[src/rtl/wb_regfile.sv]
// Write-back stage: MEM/WB pipeline register feeding a 32-entry register file
// with two combinational read ports that bypass the pending write-back value.
module wb_regfile #(
    parameter int DATA_W   = 32,
    parameter int ADDR_W   = 5,
    parameter int NUM_REGS = 32
) (
    input  logic              clk,
    input  logic              rst,
    input  logic              stall,
    input  logic              flush,
    input  logic [ADDR_W-1:0] in_wd,
    input  logic              in_wreg,
    input  logic [DATA_W-1:0] in_wdata,
    input  logic              re1,
    input  logic [ADDR_W-1:0] raddr1,
    output logic [DATA_W-1:0] rdata1,
    input  logic              re2,
    input  logic [ADDR_W-1:0] raddr2,
    output logic [DATA_W-1:0] rdata2,
    output logic [ADDR_W-1:0] wb_wd,
    output logic              wb_wreg,
    output logic [DATA_W-1:0] wb_wdata
);

    logic [ADDR_W-1:0] wb_wd_q, wb_wd_d;
    logic              wb_wreg_q, wb_wreg_d;
    logic [DATA_W-1:0] wb_wdata_q, wb_wdata_d;

    // Flush outranks stall so a squashed instruction never lingers in WB.
    always_comb begin
        wb_wd_d    = wb_wd_q;
        wb_wreg_d  = wb_wreg_q;
        wb_wdata_d = wb_wdata_q;
        if (flush) begin
            wb_wd_d    = '0;
            wb_wreg_d  = 1'b0;
            wb_wdata_d = '0;
        end else if (!stall) begin
            wb_wd_d    = in_wd;
            wb_wreg_d  = in_wreg;
            wb_wdata_d = in_wdata;
        end
    end

    always_ff @(posedge clk) begin
        if (rst) begin
            wb_wd_q    <= '0;
            wb_wreg_q  <= 1'b0;
            wb_wdata_q <= '0;
        end else begin
            wb_wd_q    <= wb_wd_d;
            wb_wreg_q  <= wb_wreg_d;
            wb_wdata_q <= wb_wdata_d;
        end
    end

    assign wb_wd    = wb_wd_q;
    assign wb_wreg  = wb_wreg_q;
    assign wb_wdata = wb_wdata_q;

    // Commit uses the WB contents from before the edge; register 0 never stores.
    logic commit_en;
    assign commit_en = wb_wreg_q && (wb_wd_q != '0);

    logic [DATA_W-1:0] regs_q [NUM_REGS];

    generate
        for (genvar gi = 0; gi < NUM_REGS; gi++) begin : g_reg
            if (gi == 0) begin : g_zero
                always_ff @(posedge clk) begin
                    regs_q[gi] <= '0;
                end
            end else begin : g_gpr
                always_ff @(posedge clk) begin
                    if (rst) begin
                        regs_q[gi] <= '0;
                    end else if (commit_en && (wb_wd_q == ADDR_W'(gi))) begin
                        regs_q[gi] <= wb_wdata_q;
                    end
                end
            end
        end
    endgenerate

    logic [1:0]        rd_en;
    logic [ADDR_W-1:0] rd_addr [2];
    logic [DATA_W-1:0] rd_data [2];

    assign rd_en      = {re2, re1};
    assign rd_addr[0] = raddr1;
    assign rd_addr[1] = raddr2;

    // Address 0 is checked before the bypass so a pending write to r0 never leaks out.
    always_comb begin
        for (int k = 0; k < 2; k++) begin
            rd_data[k] = '0;
            if (!rst && rd_en[k] && (rd_addr[k] != '0)) begin
                if (wb_wreg_q && (wb_wd_q == rd_addr[k])) begin
                    rd_data[k] = wb_wdata_q;
                end else begin
                    rd_data[k] = regs_q[rd_addr[k]];
                end
            end
        end
    end

    assign rdata1 = rd_data[0];
    assign rdata2 = rd_data[1];

endmodule

[config.mk]
export PLATFORM = sky130hd
export DESIGN_NAME = wb_regfile
export DESIGN_NICKNAME = d
export VERILOG_FILES = /design/src/rtl/wb_regfile.sv
export SDC_FILE = /design/constraint.sdc
export NUM_CORES = 2
export LEC_CHECK = 0
export ABC_AREA = 1
export ABC_CLOCK_PERIOD_IN_PS = 4700
export BUFFER_PORTS_ARGS = -buffer_cell sky130_fd_sc_hd__buf_2
export CAP_MARGIN = 20
export CORE_UTILIZATION = 30
export CTS_CLUSTER_DIAMETER = 60
export DETAILED_ROUTE_END_ITERATION = 10
export PLACE_DENSITY = 0.41
export SLEW_MARGIN = 15
export SYNTH_ARGS = -nofsm -noshare
export SYNTH_HDL_FRONTEND = slang
export SYNTH_SLANG_ARGS = --single-unit
[constraint.sdc]
create_clock -name clk -period 4.7 [get_ports clk]
set_input_delay 0.235 -clock clk [delete_from_list [all_inputs] [get_ports clk]]
set_output_delay 0.235 -clock clk [all_outputs]
set_load 0.02 [all_outputs]
; ---- Yosys cells after proc, flatten, opt, wreduce, memory -nomap -nowiden
; Memories as Yosys holds them, arrays and structs flattened.
; Cells that the tools add are included.
[classes]
eq_ne = 33
n_mux = 130
bitwise_logic = 31
reduce_logical = 43
[op_table]
columns = cell, count
row1 = $mux 32, 35
row2 = $mux 1, 95
row3 = $eq 5x5->1 const B, 16
row4 = $eq 5x4->1 const B, 8
row5 = $logic_and 1x1->1, 38
row6 = $or 1x1->1, 31
row7 = $eq 5x3->1 const B, 4
row8 = $reduce_bool 5->1, 3
row9 = $eq 5x2->1 const B, 2
row10 = $eq 5x5->1, 2
row11 = $eq 5x1->1 const B, 1
row12 = $reduce_or 2->1, 1
row13 = $logic_not 1->1, 1
[totals]
ff_bits = 38
ram_bits = 1024
output_inout_bits = 102
elab_cells = 241
n_memories = 1
[mem_list]
columns = name, words, word_bits, rd, rd_ports_with_merged_regs, write_ports, line
row1 = regs_q, 32, 32, 2, 0, 32, 66  ; logic [DATA_W-1:0] regs_q [NUM_REGS];

; ---- Depth between registers and ports, before layout
[depth]
ltp_word = 7
ltp_mapped = 13
ltp_nobuf = 11

; ---- Least setup slack after synthesis
; OpenSTA, ideal clock, no wires.
[synth_timing]
path_kind = reg2reg
startpoint = register wb_wd_q[3], in the netlist wb_wd[3]
endpoint = memory regs_q[24][0] (enable)
setup_ps = 466
t_arrival_ps = 3308
required_time_ps = 4234
setup_slack_ps = 926
stages_incl_launch_ff = 7
synth_period_minus_slack_ps = 3774
path_cell_list = dfxtp_1 -> inv_1 -> nor2_1 -> inv_1 -> nor2_1 -> inv_1 -> o21ai_0
[synth_rtl]
columns = item, line
row1 = "start, declared", 26  ; logic [ADDR_W-1:0] wb_wd_q, wb_wd_d;
row2 = "start signal, assigned", 52  ; wb_wd_q <= wb_wd_d;
row3 = "end, declared", 66

; ---- Worst setup path in the final report
[layout_timing]
startpoint = input raddr1[0]
endpoint = output rdata1[6]
[layout_via]
elab_chain_len = 4
[layout_lines]
columns = item, line
row1 = "start, declared", 16  ; input logic [ADDR_W-1:0] raddr1,
row2 = branches (longest 3 deep; another with $mem_v2 32x32), -
row3 = $mux 32 (*), 98  ; if (!rst && rd_en[k] && (rd_addr[k] != '0)) begin
row4 = "end, declared", 17  ; output logic [DATA_W-1:0] rdata1,
; Mark *: on every way between the ends.

==> flow_summary.ini <==
[setup_path]
worstPathCellList = buf_8 -> inv_6 -> nor2_4 -> buf_12 -> buf_4 -> nand2_1 -> nand3_1 -> nand2_1 -> nand2_1 -> nor2_1 -> nand2_1 -> nand2_1 -> a21oi_1 -> buf_2
end_kind = primary output
path_common_cell = nand2_1
cp_data_required_time_ps = 4470
path_class = input pin to primary output
startpoint_type = input pin
slowest_delay_ps = 570
worstPathArrival_ps = 3710
slowest_stage = a21oi_1
critPathMaxFanout = 60

[synthesis]
ys_ff_latch = 1030
post-synth-top-count-cell = nand2_1
async_reset_ff_share_pct = 0
yosysUniqueCellTypes = 32
syn-num-nets = 7394
synth_warnings = 0
syn_area_sq_um = 57900
synth_top_area_share_pct = 51.5
synth_area_leaders = edfxtp_1, nand2_1, nor2_1, nand3_1, inv_1
avgSynthCellArea_sq_um = 7.88
netlist.top_cell.by_area = edfxtp_1
yosys-top-cells-count = nand2_1, nor2_1, edfxtp_1, nand3_1, inv_1
seq_area_frac_synth_pct = 52.8
synth_top_flop_cell = edfxtp_1
synthCells = 7340
synth_edf_count = 992

[placed_design]
hpwl_mm = 169
gp_congestion = 0.905
port_buffers = 155

[routing]
wl_met2_mm = 130
drc = 0
ant_nets = 0
routed-wl-met3_mm = 24.6
avgRoutedWirePerCell_microns = 29.2
highest_layer = met5
num_vias = 54100
routed_via_density = 5.46
first_pass_iters = 6
drtIter0Drc = 6557
routed_wl_mm = 289
met1_length_mm = 120

[pwr]
p_per_area_nw_per_um2 = 364
p_total_w = 0.0243
power.leakage_nw = 25.9
max-vdd-ir-drop_mv = 0.213

[floorplan]
core_area_sq_um = 191000
die_area_sq_um = 195000
initial_core_util_pct = 30.3
die_width_microns = 441
die_h_microns = 441
rows = 160
io-pin-count = 156

[grt]
grt_pass1_wl_mm = 397
grt_max_degree = 174
antenna_found_initial = 13
grt_usage_pct = 29.0
first_global_vias = 50800
overflow = 0

[timing]
layout_min_cycle_time_ps = 3940
setup_violations = 0
worst_slew_pin_slew_ps = 1200
relSlewSlack_pct = 19.5
finalHoldViolCount = 0
fmax_mhz = 254
timing.hold.ws_ps = 51.8
fin_crit_sh_pct = 83.9
clock_skew_ps = 27.8
final.setup.tns_ps = 0
rsz0062_at_grt = no
slew_viol_final = 0

[clock_network]
clk_pin_slew_worst_paths_ps = 50
cts_buffers = 137
post_cts_buffers = 0
clk_path_buf_depth = 3
cts.sinks = 1030
ctsResizeCount = 0
cts-root-buf = clkbuf_16
clkLatencyLatePin_ps = 820
cts_tree = yes
cts_htree_levels = 4

[worst_hold_path]
hold_class = input pin to flop

[layout]
final_util_pct = 34.9
area_growth_pct = 15.1
drive_above_1_share_pct = 9.45
nets = 7352

[run_status]
status = finished clean

[run]
cap_violations = 0
==> metal layers <==
layer | global-route usage (%) | up-vias
met5 | 0 | -
li1 | - | 24100
met4 | 13.4 | 8
met1 | 38.8 | 26700
met2 | 45.4 | 2732
met3 | 5.37 | 581
==> cells in the final DEF (no fill, tap or decap), types with 5 or more instances in the layout <==
cell,instances
nor2_1,1419
o21ai_1,13
a31oi_1,18
nor3_1,7
clkinv_1,27
nand4_1,67
o211ai_1,270
or2_2,78
clkinv_2,9
clkbuf_16,139
o21ai_0,144
a21oi_1,274
buf_12,28
inv_1,617
bufinv_16,11
nand3_1,907
nand3_2,28
clkbuf_1,29
o21ai_4,13
nand2_1,1773
a211oi_1,6
buf_4,171
dlygate4sd3_1,86
nand2_2,18
edfxtp_1,992
inv_6,10
dfxtp_1,38
clkinvlp_4,5
buf_2,147
inv_2,8
==> registers in the layout, indices dropped and copies added (netlist names) <==
register and flops:
wb_wreg 1, wb_wd 5, wb_wdata 32, regs_q 992
==> path summary, 6_finish.rpt <==
path | slack, ps | start | end | depth (start not counted)
worst max register to register | 1220 | wb_wreg | regs_q[13][31] | 7
worst max-delay path | 760 | raddr1[0] | rdata1[6] | 14
worst min-delay path | 50 | flush | wb_wdata[21] | 5
worst min register to register | 520 | wb_wdata[1] | wb_wdata[1] | 2
==> where the power goes <==
| part | leakage, nW | internal, W | switching, W |
|---|---|---|---|
| Clock | 2.08 | 0.00605 | 0.00439 |
| Combinational | 13.5 | 0.000773 | 0.00251 |
| Sequential | 10.3 | 0.0104 | 0.000161 |
| Total | 25.9 | 0.0172 | 0.00707 |
==> logic make-up (layout without fill, tap and decap cells) <==
logic type	after synthesis	in the layout	synth area share, %
AOI/OAI and AO/OA	748	748	7.77
other	0	2	0
and+or+nand+nor	4311	4311	30.7
buffers and inverters	1251	1305	8.76
DFF	1030	1030	52.8
==> metrics by stage <==
stage	cells	instance area, sq um	setup WS (ps)
floorplan	7340	57900	926
global placement	9584	61400	978
detailed placement	9584	61400	990
CTS	9905	66600	990
global route	9906	66600	778
finish	9907	66600	759
==> critical path: cells and delay by family <==
family                 cells  cell delay (ps)
AOI/OAI and AO/OA          1              570
buffers and inverters      5             1690
and+or+nand+nor            8              940
==> final cells by class <==
class / count / area [sq um]
Multi-Input combinational cell: 5059 / 22700
Clock inverter: 67 / 732
Fill cell: 19700 / 124000
Timing Repair Buffer: 437 / 3510
Sequential cell: 1030 / 30500
Antenna cell: 2 / 5.00
Tap cell: 2511 / 3140
Inverter: 633 / 2410
Clock buffer: 168 / 3590
==> timing repair <==
item                                    in CTS  in global routing
hold buffers                                86                  0
endpoints found under the setup margin       0                  0
hold endpoints to repair                    38                  0
(Power assumes the default switching activity.)
